$ cat config.mk
export PLATFORM = sky130hd
export DESIGN_NAME = pwm_capture
export DESIGN_NICKNAME = d
export VERILOG_FILES = /design/src/rtl/pwm_capture.sv
export SDC_FILE = /design/constraint.sdc
export NUM_CORES = 1
export LEC_CHECK = 0
export ABC_CLOCK_PERIOD_IN_PS = 2500
export CORE_MARGIN = 5
export CORE_UTILIZATION = 53
export DETAILED_ROUTE_END_ITERATION = 12
export PLACE_DENSITY = 0.8
export SYNTH_ARGS = -nofsm -noshare
export SYNTH_HDL_FRONTEND = slang
export SYNTH_SLANG_ARGS = --single-unit
$ cat constraint.sdc
create_clock -name clk -period 2.5 [get_ports clk]
set_input_delay 0.5 -clock clk [delete_from_list [all_inputs] [get_ports clk]]
set_output_delay 0.5 -clock clk [all_outputs]
set_load 0.01 [all_outputs]
$ cat src/rtl/pwm_capture.sv
// PWM period / high-time capture with a tick prescaler, timeout and overflow detection.
// cap_in is asynchronous; every other input and all logic use the rising edge of clk.
module pwm_capture #(
  parameter int unsigned PRW         = 16,
  parameter int unsigned SYNC_STAGES = 2   // must be at least 2
) (
  input  logic           clk,
  input  logic           rst,
  input  logic           cap_en,
  input  logic           cap_in,
  input  logic           cap_inv,
  input  logic           oneshot,
  input  logic [PRW-1:0] prescaler,
  input  logic [31:0]    timeout_val,
  input  logic           flag_clr,
  output logic [31:0]    period,
  output logic [31:0]    high_time,
  output logic           cap_done,
  output logic           timeout_flag,
  output logic           overflow_flag,
  output logic           busy
);

  typedef enum logic [2:0] {
    StIdle,
    StArm,
    StHigh,
    StLow,
    StDone
  } state_e;

  localparam logic [31:0] CntMax = 32'hFFFF_FFFF;

  state_e           state_q, state_d;
  logic [SYNC_STAGES-1:0] sync_q;
  logic             s, s_d_q;
  logic             rise, fall;
  logic [PRW-1:0]   pcnt_q, pcnt_d;
  logic             tick;
  logic [31:0]      cnt_q, cnt_d;
  logic [31:0]      cnt_inc, edge_load;
  logic [31:0]      hi_lat_q, hi_lat_d;
  logic [31:0]      period_q, period_d;
  logic [31:0]      high_q, high_d;
  logic             done_q, done_d;
  logic             to_q, to_set;
  logic             ov_q, ov_set;
  logic             timeout_hit;

  // Input synchronizer and edge detector
  always_ff @(posedge clk) begin
    if (rst) begin
      sync_q <= '0;
      s_d_q  <= 1'b0;
    end else begin
      sync_q <= {sync_q[SYNC_STAGES-2:0], cap_in};
      s_d_q  <= s;
    end
  end

  assign s    = sync_q[SYNC_STAGES-1] ^ cap_inv;
  assign rise = s & ~s_d_q;
  assign fall = ~s & s_d_q;

  // Prescaler: tick on zero, reload on tick; held at the reload value while disabled
  assign tick = (pcnt_q == '0);

  always_comb begin
    pcnt_d = pcnt_q;
    if (!cap_en || tick) begin
      pcnt_d = prescaler;
    end else begin
      pcnt_d = pcnt_q - PRW'(1);
    end
  end

  always_ff @(posedge clk) begin
    if (rst) begin
      pcnt_q <= '0;
    end else begin
      pcnt_q <= pcnt_d;
    end
  end

  // Measurement FSM
  assign cnt_inc     = (tick && (cnt_q != CntMax)) ? cnt_q + 32'd1 : cnt_q;
  assign edge_load   = tick ? 32'd1 : 32'd0;
  assign timeout_hit = (timeout_val != 32'd0) && (cnt_q == timeout_val);

  always_comb begin
    state_d  = state_q;
    cnt_d    = cnt_q;
    hi_lat_d = hi_lat_q;
    period_d = period_q;
    high_d   = high_q;
    done_d   = 1'b0;
    to_set   = 1'b0;
    ov_set   = 1'b0;

    if (!cap_en) begin
      state_d = StIdle;
      cnt_d   = '0;
    end else begin
      unique case (state_q)
        StIdle: begin
          cnt_d   = '0;
          state_d = StArm;
        end
        StArm: begin
          cnt_d = '0;
          if (rise) begin
            cnt_d   = edge_load;
            state_d = StHigh;
          end
        end
        StHigh: begin
          if (cnt_q == CntMax) begin
            ov_set  = 1'b1;
            cnt_d   = '0;
            state_d = StArm;
          end else if (timeout_hit) begin
            to_set  = 1'b1;
            cnt_d   = '0;
            state_d = StArm;
          end else if (fall) begin
            // Period keeps running across the falling edge
            hi_lat_d = cnt_q;
            cnt_d    = cnt_inc;
            state_d  = StLow;
          end else begin
            cnt_d = cnt_inc;
          end
        end
        StLow: begin
          if (cnt_q == CntMax) begin
            ov_set  = 1'b1;
            cnt_d   = '0;
            state_d = StArm;
          end else if (timeout_hit) begin
            to_set  = 1'b1;
            cnt_d   = '0;
            state_d = StArm;
          end else if (rise) begin
            period_d = cnt_q;
            high_d   = hi_lat_q;
            done_d   = 1'b1;
            cnt_d    = edge_load;
            state_d  = oneshot ? StDone : StHigh;
          end else begin
            cnt_d = cnt_inc;
          end
        end
        StDone: begin
          cnt_d = cnt_q;
        end
        default: begin
          cnt_d   = '0;
          state_d = StIdle;
        end
      endcase
    end
  end

  always_ff @(posedge clk) begin
    if (rst) begin
      state_q  <= StIdle;
      cnt_q    <= '0;
      hi_lat_q <= '0;
      period_q <= '0;
      high_q   <= '0;
      done_q   <= 1'b0;
    end else begin
      state_q  <= state_d;
      cnt_q    <= cnt_d;
      hi_lat_q <= hi_lat_d;
      period_q <= period_d;
      high_q   <= high_d;
      done_q   <= done_d;
    end
  end

  // Sticky flags: a set in the same clock beats a clear
  always_ff @(posedge clk) begin
    if (rst) begin
      to_q <= 1'b0;
      ov_q <= 1'b0;
    end else begin
      if (to_set) begin
        to_q <= 1'b1;
      end else if (flag_clr) begin
        to_q <= 1'b0;
      end
      if (ov_set) begin
        ov_q <= 1'b1;
      end else if (flag_clr) begin
        ov_q <= 1'b0;
      end
    end
  end

  assign period        = period_q;
  assign high_time     = high_q;
  assign cap_done      = done_q;
  assign timeout_flag  = to_q;
  assign overflow_flag = ov_q;
  assign busy          = (state_q == StArm) || (state_q == StHigh) || (state_q == StLow);

endmodule
; After elaboration in Yosys (flattened, before gate mapping)
; Cells that the tools add are included.
[classes]
muxes = 30
add_sub_neg = 2
n_reduce_logical = 17
n_eq_ne = 10
bitwise_logic = 10
[op_table]
columns = op, n
row1 = 2-to-1 mux 32 bit, 6
row2 = case mux 32 bit (4 select lines), 1
row3 = adder 32 x 1 -> 32 bit (second input constant), 1
row4 = equality test 32 bit, 1
row5 = equality test 32 bit (second input constant), 1
row6 = inequality test 32 bit (second input constant), 1
row7 = nonzero test 32 bit, 1
row8 = 2-to-1 mux 3 bit, 8
row9 = zero test 16 bit, 1
row10 = 2-to-1 mux 16 bit, 1
row11 = subtractor 16 x 1 -> 16 bit (second input constant), 1
row12 = case mux 3 bit (5 select lines), 1
row13 = 2-to-1 mux 1 bit, 13
row14 = AND reduction 5 bit, 2
row15 = inequality test 4 bit (second input constant), 2
row16 = NOT 1 bit, 7
row17 = equality test 3 x 2 -> 1 bit (second input constant), 2
row18 = OR reduction 5 bit, 1
row19 = AND reduction 4 bit, 1
row20 = nonzero test 2 bit, 2
row21 = OR reduction 2 bit, 2
row22 = equality test 3 x 1 -> 1 bit (second input constant), 1
row23 = equality test 3 bit (second input constant), 1
row24 = zero test 3 bit, 1
row25 = other kinds (6), 10
[word_totals]
ff_bits = 153
out_inout_bits = 68
wordCells = 80
inputBits = 55

; Depth between registers and ports, before layout
; Gate-level depths: netlist of run 1.
[logic_depth]
depth_word = 7
ltp_mapped = 12
ltp_nobuf = 9

; Worst setup path before layout of run 1
; No wires, ideal clock.
[synth_timing]
kind = register to register
startpoint = reg cnt_q[0]
endpoint = reg cnt_q[1]
path_stages_with_launch = 10
synth_period_minus_slack_ns = 2.266
t_arrival_ns = 2.148
slack_ns = 0.234
setup_ns = 0.117
required_ns = 2.383
path_cell_list = dfxtp_1 ha_1 nand2_1 nor4_1 nand4_4 o31ai_2 or2_1 buf_2 o31ai_1 a32o_1
[synth_between]
elab_chain_cells = 7
elab_cells_between_ends = 13
cone_classes = 1 x add/sub / 3 x eq/ne / 7 x mux / 2 x reduce/logical
[synth_rtl]
columns = item, line
row1 = start: declaration, 40  ; logic [31:0] cnt_q, cnt_d;
row2 = start signal: assignment, 174  ; cnt_q <= cnt_d;
row3 = "parallel branches: the longest is 6 deep, another holds adder 32 x 1 -> 32 bit", --
row4 = case mux 32 bit (4 select lines) (*), 104  ; unique case (state_q)
; Every way passes the cells marked *.
; A chain may end at the register's enable or synchronous reset.

; Final worst setup path of run 1
[layout_timing]
startpoint = reg pcnt_q[1]
endpoint = reg cnt_q[31]
[layout_between]
elab_chain_cells = 7
elab_cells_between_ends = 9
cone_classes = 7 x mux / 2 x reduce/logical
[layout_rtl]
columns = item, line
row1 = start: declaration, 38  ; logic [PRW-1:0] pcnt_q, pcnt_d;
row2 = start signal: assignment, 81  ; pcnt_q <= pcnt_d;
row3 = zero test 16 bit (*), 66  ; assign tick = (pcnt_q == '0);
row4 = logical AND 1 bit (*), 86  ; assign cnt_inc = (tick && (cnt_q != CntMax)) ? cnt_q + 32'd1 : cnt_q;
row5 = 2-to-1 mux 32 bit (*), 86
row6 = 2-to-1 mux 32 bit, 143  ; end else if (rise) begin
row7 = 2-to-1 mux 32 bit, 139  ; end else if (timeout_hit) begin
row8 = 2-to-1 mux 32 bit, 135  ; if (cnt_q == CntMax) begin
row9 = case mux 32 bit (4 select lines) (*), 104
; Mark *: on every way between the ends. The rest lies on a longest branch, timed or not.

==> results.toml, run 1 <==
[global_routing]
grt_pass1_vias = 6587
antenna_found_initial = 0
grt.overflow.total = 0
grt_start_max_net_pins = 75
grt_usage = 0.259
grt_first_pass_wirelength_mm = 33.3

[min_path]
hold_path_startpoint = "sync_q[0]$_SDFF_PP0_"
hold_class = "reg -> reg"

[clock_network]
numCtsBuffers = 17
clkTransAtPathRegs_ns = 0.07
cts_buffer_depth = 2
cts_tree = "built"
root_buffer = "clkbuf_16"
htree_levels = 4
clk_latency_ns = 0.43
cts.sinks = 153

[synth]
yosysSeqAreaShare = 0.431
synth.area.top_cells = "dfxtp_1 43%, nand2_1 8.9%, a21oi_1 5.9%, mux2i_1 5.6%, xor2_1 4.3%"
syn_area_per_cell_um2 = 8.39
yosys.area.top_type = "dfxtp_1"
synth_cell_types = 61
synth-simple-area-share = 0.262
ys.flop_type = "dfxtp_1"
synth_top_family_by_area = "simple AND/OR/NAND/NOR gates"
syn-num-nets = 905
synth_top_cell_area_share = 0.431
yosysWarningCount = 0
synthMuxAreaShare = 0.0563
synth_adder_area_share = 0.00528
synth_area_mm2 = 0.00711
synthCells = 847
synth_compound_area_frac = 0.129
synth_edf_count = 0
synth-seq-cells = 153
async_reset_ff_frac = 0
synth-xor-area-share = 0.0554

[placement]
place_congestion = 0.981
hpwl_mm = 14.8
dp.cells = 1163
placed_cell_area_mm2 = 0.00886
port_buffers = 122
dp_worst_setup_slack_ns = -0.526

[layout]
diodes = 0
num-nets-final = 1070
layout.cells.non_filler = 1201
final_util = 0.736
multiInputGateArea_mm2 = 0.00372
drive_gt1_frac = 0.155
final_common_cell = "nand2_1"
area.growth.synth_to_final_pct = 36.5
most-common-layout-cells = "168 x nand2_1, 153 x dfxtp_1, 115 x clkdlybuf4s50_1"
n_fill_cell = 973
design_area_mm2 = 0.00971
regArea_mm2 = 0.00306

[sta]
worst_slew_pin_slew_ns = 0.737
relSlewSlack = 0.508
finClkSkew_ns = 0.00907
rsz0062_at_grt = "yes"
max_clock_freq_ghz = 0.410
setup_viol_count_final = 0
final_max_slew_viol_count = 0
period_share = 0.976
hold_viol_final = 0
post-route-min-period_ns = 2.44
fin_ws_ns = 0.0595

[routing]
firstDrtPassIters = 7
viasPerCell = 5.67
ant_nets = 0
wl_per_cell_um = 18.0
drt_iter0_drc = 579
drc_errors = 0
wl_mm = 21.6
via_count = 6804

[worst_setup_path]
crit_arrival_ns = 2.75
rrSetupSlack_ns = 0.06
endpoint = "cnt_q[31]$_SDFFE_PP0P_"
path_max_fanout = 7
reg2reg_depth = 10
r2r-end = "cnt_q[31]$_SDFFE_PP0P_"
required_ns = 2.81
r2r_start = "pcnt_q[1]$_SDFF_PP0_"
crit_type = "reg -> reg"
crit_start = "pcnt_q[1]$_SDFF_PP0_"
end_kind = "flop"
critPathLaunchType = "flop"

[floorplanning]
boundaryPins = 123
fp.coreArea_mm2 = 0.0132
die_area_mm2 = 0.0158
start_util = 0.539
die_h_um = 126
rows = 42
die_x_um = 126

[pwr]
ir_worst_vdd_v = 0.000430
p_comb_frac = 0.064
switchingPower_w = 0.00127
netSwitchingFraction = 0.225
power.leakage_nw = 3.51
pwr-share-seq = 0.443
clkPwrFrac = 0.493
powerDensity_mw_per_mm2 = 583
p_int_w = 0.00439
power_w = 0.00566

[outcome]
status = "complete, no violations"

[job]
maxCapViolations = 0
==> state kept, by name, summed over array words and instances (netlist names) <==
| signal | cells |
|---|---|
| cap_done | 1 |
| cnt_q | 32 |
| hi_lat_q | 32 |
| high_time | 32 |
| overflow_flag | 1 |
| pcnt_q | 16 |
| period | 32 |
| s_d_q | 1 |
| state_q | 3 |
| sync_q | 2 |
| timeout_flag | 1 |
==> layer usage <==
layer | global-route usage | routed length [um] | vias up
li1 | - | - | 3271
met1 | 0.312 | 8650 | 3187
met2 | 0.440 | 10700 | 276
met3 | 0.0614 | 1450 | 70
met4 | 0.115 | 813 | 0
met5 | 0 | 0 | -
==> worst min-delay path by stage <==
stage | slack, ns | to | cells after the start
2_1_floorplan | 0.41 | sync_q[1]$_SDFF_PP0_ | 1
3_3_place_gp | 0.42 | sync_q[1]$_SDFF_PP0_ | 1
3_5_place_dp | 0.43 | sync_q[1]$_SDFF_PP0_ | 1
4_1_cts | 0.44 | sync_q[1]$_SDFF_PP0_ | 1
5_1_grt | 0.47 | high_time[15]$_SDFFE_PP0P_ | 2
6_report | 0.44 | sync_q[1]$_SDFF_PP0_ | 1
==> cell usage after synthesis, types with 2 or more instances <==
| cell | number |
|---|---|
| a21o_1 | 5 |
| nand2b_1 | 2 |
| nor3_1 | 15 |
| a31oi_1 | 11 |
| o21a_1 | 3 |
| or3_1 | 9 |
| nand3b_1 | 8 |
| nor4_4 | 2 |
| nor2_1 | 78 |
| o21ai_0 | 9 |
| and3_1 | 3 |
| a21oi_1 | 84 |
| a311oi_1 | 3 |
| and2_1 | 3 |
| nor3_4 | 2 |
| clkbuf_1 | 23 |
| xnor2_1 | 10 |
| or4_1 | 7 |
| nor2_4 | 3 |
| ha_1 | 3 |
| nand4_1 | 12 |
| nor2b_1 | 5 |
| and4_1 | 4 |
| nand4_4 | 2 |
| o31ai_1 | 6 |
| dfxtp_1 | 153 |
| nand2_1 | 168 |
| nand3_1 | 20 |
| nor4_1 | 23 |
| xor2_1 | 35 |
| mux2i_1 | 40 |
| nor4_2 | 2 |
| a211oi_1 | 15 |
| buf_6 | 13 |
| o22ai_1 | 2 |
| nor2_2 | 2 |
| buf_2 | 28 |
| inv_1 | 11 |
==> through the flow <==
step / hold WS [ns] / setup TNS, ns
floorplan: 0.414 / 0
global placement: 0.418 / -42.30
detailed placement: 0.427 / -52.64
CTS: 0.444 / 0
global route: 0.468 / -0.331
finish: 0.440 / 0
==> cells by family (layout without fill, tap and decap cells) <==
| group | Yosys count | in the layout |
|---|---|---|
| buffers and inverters | 78 | 255 |
| DFF | 153 | 153 |
| xor gates and xnor gates | 45 | 45 |
| AOI/OAI and AO/OA | 150 | 150 |
| adders and majority gates | 3 | 3 |
| muxes | 40 | 40 |
| and+or+nand+nor | 378 | 379 |
==> repair_timing <==
item                       4_1_cts  5_1_grt
setup buffers                    0        2
pin swaps                        0        9
setup endpoints to repair       62      100
gates resized for setup          7       23
hold buffers                     0        0
cloned                           0        4
==> worst max-delay path, stage by stage, from the launching register on <==
cell       delay, ns
dfxtp_1         0.31
inv_1           0.10
ha_1            0.19
nor4b_4         0.29
nand4_4         0.20
nor2_4          0.18
o2111ai_4       0.12
buf_4           0.19
or4_1           0.41
a21oi_1         0.22
mux2i_1         0.10
==> layout make-up <==
cell class	count	share of cell area
Clock buffer	19	0.0467
Tap cell	176	0.0227
Inverter	11	0.00425
Multi-Input combinational cell	617	0.383
Sequential cell	153	0.316
Clock inverter	13	0.0199
Timing Repair Buffer	212	0.208
==> power by group through the flow <==
stage	combinational, W	sequential (W)	clock, W
finish	0.000364	0.00250	0.00279
global placement	0.000340	0.00255	0
floorplan	0.000184	0.00255	0
global route	0.000395	0.00251	0.00293
detailed placement	0.000345	0.00256	0
CTS	0.000357	0.00250	0.00281
No activity file was read; power rests on OpenSTA's default activity.
==> run 2, diff against run 1 <==
Settings changed: ABC_CLOCK_PERIOD_IN_PS 2500 to 2850, CORE_UTILIZATION 53 to 57, PLACE_DENSITY 0.8 to 0.85.
Clock period 2.5 ns to 2.85 ns, I/O delays scaled along.
==> results.toml, run 2 (synthesized netlist as in run 1, its figures left out) <==
[floorplanning]
die_area_mm2 = 0.0148
boundaryPins = 123
die_h_um = 122
die_x_um = 122
fp.coreArea_mm2 = 0.0121
rows = 40
start_util = 0.587

[placement]
hpwl_mm = 14.3
dp.cells = 1129
dp_worst_setup_slack_ns = -0.390
port_buffers = 122
place_congestion = 0.979

[job]
maxCapViolations = 0

[clock_network]
htree_levels = 4
cts.sinks = 153
cts_hold_buf = 0
cts_tree = "built"
numCtsBuffers = 17
postCtsSetupBuffers = 0
clkTransAtPathRegs_ns = 0.06
root_buffer = "clkbuf_16"
clk_latency_ns = 0.43
cts_buffer_depth = 2
cts-resized-gates = 0

[pwr]
netSwitchingFraction = 0.230
power_w = 0.00472
p_comb_frac = 0.064
p_int_w = 0.00363
pwr-share-seq = 0.466
clkPwrFrac = 0.471
power.leakage_nw = 3.22
ir_worst_vdd_v = 0.000513
switchingPower_w = 0.00108
powerDensity_mw_per_mm2 = 509

[global_routing]
use_met2 = 0.471
grt_usage = 0.278
grt_busiest_layer = "met2"
grt.overflow.total = 0
grt_pass1_vias = 6628
grt_start_max_net_pins = 88
antenna_found_initial = 0
grt_first_pass_wirelength_mm = 32.7
use_met1 = 0.331
grt_util_met3 = 0.0576

[sta]
finClkSkew_ns = 0.0109
max_clock_freq_ghz = 0.358
final_max_slew_viol_count = 0
period_share = 0.980
hold_viol_final = 0
relSlewSlack = 0.397
worst_slew_pin_slew_ns = 0.899
post-route-min-period_ns = 2.79
setup_viol_count_final = 0
fin_ws_ns = 0.0561
rsz0062_at_grt = "yes"

[routing]
ant_nets = 0
wl_mm = 20.2
wl_per_cell_um = 17.4
drt_iter0_drc = 778
drc_errors = 0
via_count = 6724
firstDrtPassIters = 5
viasPerCell = 5.79

[layout]
area.growth.synth_to_final_pct = 30.4
drive_gt1_frac = 0.113
final_common_cell = "nand2_1"
layout.cells.non_filler = 1161
most-common-layout-cells = "168 x nand2_1, 153 x dfxtp_1, 121 x clkdlybuf4s50_1"
num-nets-final = 1038
n_fill_cell = 852
diodes = 0

[worst_setup_path]
rrSetupSlack_ns = 0.13
r2r-end = "period[3]$_SDFFE_PP0P_"
critPathLaunchType = "input pin"
path_max_fanout = 34
crit_type = "in -> reg"
path_cells = "clkdlybuf4s50_1 > xor2_1 > nor4_1 > nand4_1 > o31ai_2 > buf_4 > or3_2 > buf_12 > nand2_1 > a21oi_1"
end_kind = "flop"
r2r_start = "cnt_q[20]$_SDFFE_PP0P_"
reg2reg_depth = 9
crit_path_top_delay_cell = "clkdlybuf4s50_1"
required_ns = 3.19
critPathMaxStageDelay_ns = 0.45
crit_arrival_ns = 3.14

[min_path]
hold_end = "sync_q[1]$_SDFF_PP0_"
whs_path_depth = 1
hold_class = "reg -> reg"
hold_path_startpoint = "sync_q[0]$_SDFF_PP0_"

[outcome]
status = "complete, no violations"
-- run 2: how the worst max path moves through the flow --
stage                          startpoint                      to  slack (ns)  depth (start not counted)
finish                    timeout_val[20]  period[3]$_SDFFE_PP0P_        0.06                         10
global route              timeout_val[11]  period[3]$_SDFFE_PP0P_       -0.03                         10
detailed placement        timeout_val[20]  cnt_q[30]$_SDFFE_PP0P_       -0.39                         10
floorplan           cnt_q[0]$_SDFFE_PP0P_   cnt_q[1]$_SDFFE_PP0P_        0.58                          9
CTS                       timeout_val[10]  cnt_q[21]$_SDFFE_PP0P_        0.02                         10
global placement          timeout_val[11]  cnt_q[21]$_SDFFE_PP0P_       -0.29                         10
-- run 2: critical path, delay by kind of cell --
kind	cells	cell delay (ns)
buffers and inverters	3	0.92
and+or+nand+nor	4	0.88
AOI/OAI and AO/OA	2	0.58
xor gates and xnor gates	1	0.17
-- run 2: per-stage QoR --
stage | util | hold WS (ns) | TNS, ns | cell area [um^2]
2_1_floorplan | - | 0.414 | 0 | 7110
3_5_place_dp | 0.717 | 0.430 | -27.64 | 8680
5_1_grt | 0.765 | 0.470 | -0.0895 | 9270
3_3_place_gp | 0.717 | 0.416 | -19.56 | 8680
6_report | 0.765 | 0.445 | 0 | 9270
4_1_cts | 0.765 | 0.451 | 0 | 9270
-- run 2: per-layer routing --
| metal | routed length, um | share of wire |
|---|---|---|
| met4 | 942 | 0.047 |
| met5 | 0 | 0 |
| met3 | 1670 | 0.083 |
| met1 | 7800 | 0.39 |
| met2 | 9830 | 0.49 |
-- run 2: power by group through the flow --
stage,Sequential [W],Combinational [W],Clock (W)
after floorplan,0.00224,0.000161,0
after global placement,0.00224,0.000289,0
after detailed placement,0.00224,0.000295,0
after CTS,0.00220,0.000298,0.00224
after global routing,0.00220,0.000323,0.00233
final,0.00220,0.000300,0.00222
-- run 2: area by class of cell --
| type | count | area, um^2 | share of cell area |
|---|---|---|---|
| tap | 168 | 210 | 0.0227 |
| sequential | 153 | 3060 | 0.330 |
| clock buffer | 19 | 443 | 0.0478 |
| inverter | 11 | 41.3 | 0.00445 |
| timing repair buffer | 181 | 1750 | 0.189 |
| multi-input combinational | 616 | 3620 | 0.391 |
| clock inverter | 13 | 143 | 0.0154 |
==> RTL change: new RTL, settings of run 2 <==
The parameter `PRW` goes from 16 to 32.
--- a/src/rtl/pwm_capture.sv
+++ b/src/rtl/pwm_capture.sv
@@ -1,7 +1,7 @@
 // PWM period / high-time capture with a tick prescaler, timeout and overflow detection.
 // cap_in is asynchronous; every other input and all logic use the rising edge of clk.
 module pwm_capture #(
-  parameter int unsigned PRW         = 16,
+  parameter int unsigned PRW         = 32,
   parameter int unsigned SYNC_STAGES = 2   // must be at least 2
 ) (
   input  logic           clk,
Interface: changed (resized prescaler); port bits go from 123 to 139. The function was not compared with the original's and may differ.
==> RTL change against run 2 <==
Total power up 8.1%. Routed wire length up 5.1%. Area after synthesis up 9.4%. Via count up 2.5%. Sequential cell count up 16. Setup slack better by 0.087 ns. Count of clock-buffer cells in the layout up 1. Design area up 10%.
==> RTL change: results (changes against run 2) <==
Total Routing Usage GR 26.10% (-1.7 points); number of fill cells in the layout 870 (+2.1%); Post-synth top cells sky130_fd_sc_hd__nor2_1, sky130_fd_sc_hd__dfxtp_1, sky130_fd_sc_hd__mux2i_1; routability cong. 0.9235 (-5.7%); number of DRC violations after detailed-routing iteration 0 623 (-20%); count of unique library cells instantiated by Yosys 64 (+4.9%); multi-input gate share of total cell area 40.04% (+0.99 points); sequential cell area fraction in the yosys report 43.51% (+0.42 points); number of non-clock buffers in the layout 197 (+8.8%); arrival time reported for the critical path endpoint 2.98 ns (-0.16 ns); number of ordinary inverters in the final layout 8 (-3); total routed wire length on the met1 layer 8.368 mm (+7.3%); drt via density 5.765 (-0.46%); reg2reg setup slack 0.17 ns (+0.04 ns); FF-to-FF End cnt_q[15]$_SDFFE_PP0P_; sw power 0.001217 W (+12%); routed length on met2 10.54 mm (+7.2%); dominant cell by count in the synthesized netlist sky130_fd_sc_hd__nor2_1; net count of the finished layout 1080 (+4.0%); cell family contributing the most delay on the critical path buffers and inverters; fraction of final layout cells with drive strength greater than 1 12.35% (+1.1 points); final HPWL from detailed placement 14.70 mm (+3.0%); met1 usage 30.60% (-2.5 points); maximum number of pins on one net before global-route repair 92 (+4.5%); static leakage power 3.674 nW (+14%); number of clock buffers in the layout 20 (+1); FF/Latch Area 3383 sq um (+10%); reported clock group power 0.00227 W (+2%); number of nets produced by synthesis 930 (+2.8%); result of the run finished clean; number of multi-input combinational cells 614 (-0.32%); fraction of area in clock buffers and inverters 5.708% (-0.61 points); number of global-route vias before repair 6623 (-0.075%); met3 WL post-DR 1.528 mm (-8.6%); clock-pin slew on the worst setup and hold paths 0.06 ns (about the same); areal power density over the cells 500.2 nW/um^2 (-1.7%); Placement Setup Slack -0.2147 ns (+0.1757 ns); reg2reg path depth 7 (-2); Detailed Route WL 21.28 mm (+5.1%); number of input and output port buffers inserted 138 (+13%); Rel. slew slack 40.03% (+0.30 points); sequential power share 48.0% (+1.4 points); 1st-pass router iterations 7 (+2); largest clock skew in the final design 0.01280 ns (+0.001944 ns); global-route wire length before repair 33.64 mm (+3.0%); met2 routing resource usage after global routing 44.86% (-2.3 points); beginning of the worst register-to-register path pcnt_q[18]$_SDFF_PP0_; worst vdd rail ir drop 0.0003804 V (-26%); number of synthesized register bits 169 (+10%); Hold Slack 0.4406 ns (-0.004622 ns); biggest area contributors in the synthesized netlist sky130_fd_sc_hd__dfxtp_1, sky130_fd_sc_hd__mux2i_1, sky130_fd_sc_hd__nor2_1; layout buffering overhead excluding clock cells 18.61% (-0.26 points); met3 Use GR 5.549% (-0.21 points)
==> RTL change: cell count changes in the layout (fill, tap and decap cells not counted), sizes merged, moves of 16 or more <==
cell | run 2 | this run
a21oi | 84 | 18
clkdlybuf4s50 | 121 | 137
dfxtp | 153 | 169
mux2i | 40 | 99
nand2 | 168 | 38
nor2 | 83 | 181
==> RTL change: through the flow <==
step / instances / area [sq um]
CTS: 1196 / 10170
finish: 1196 / 10190
floorplan: 857 / 7776
global placement: 1164 / 9590
global route: 1196 / 10190
detailed placement: 1164 / 9590
==> RTL change: worst max-delay path by stage <==
stage	start	end	slack (ns)	depth (start not counted)
detailed placement	timeout_val[24]	high_time[18]$_SDFFE_PP0P_	-0.21	12
global route	timeout_val[24]	period[27]$_SDFFE_PP0P_	0.007	12
global placement	timeout_val[29]	cnt_q[21]$_SDFFE_PP0P_	-0.11	11
CTS	timeout_val[24]	period[27]$_SDFFE_PP0P_	0.15	12
finish	timeout_val[16]	period[27]$_SDFFE_PP0P_	0.14	12
floorplan	pcnt_q[0]$_SDFF_PP0_	cnt_q[5]$_SDFFE_PP0P_	0.50	9
==> RTL change: kinds of logic after synthesis <==
group,after synthesis,share of synthesized area (%)
fa+ha+maj,2,0.3218
compound gates,91,7.949
buf+inv,74,4.489
mux,99,12.74
flops,169,43.51
simple gates,355,23.44
xor+xnor,67,7.546
==> RTL change: worst reg2reg max path: stages, from the launching register on <==
cell                       delay, ns
sky130_fd_sc_hd__dfxtp_1        0.36
sky130_fd_sc_hd__or4_4          0.58
sky130_fd_sc_hd__and4bb_2       0.38
sky130_fd_sc_hd__nand4_4        0.16
sky130_fd_sc_hd__nor2_2         0.44
sky130_fd_sc_hd__nand2_1        0.19
sky130_fd_sc_hd__or4_1          0.42
sky130_fd_sc_hd__o21ai_0        0.08
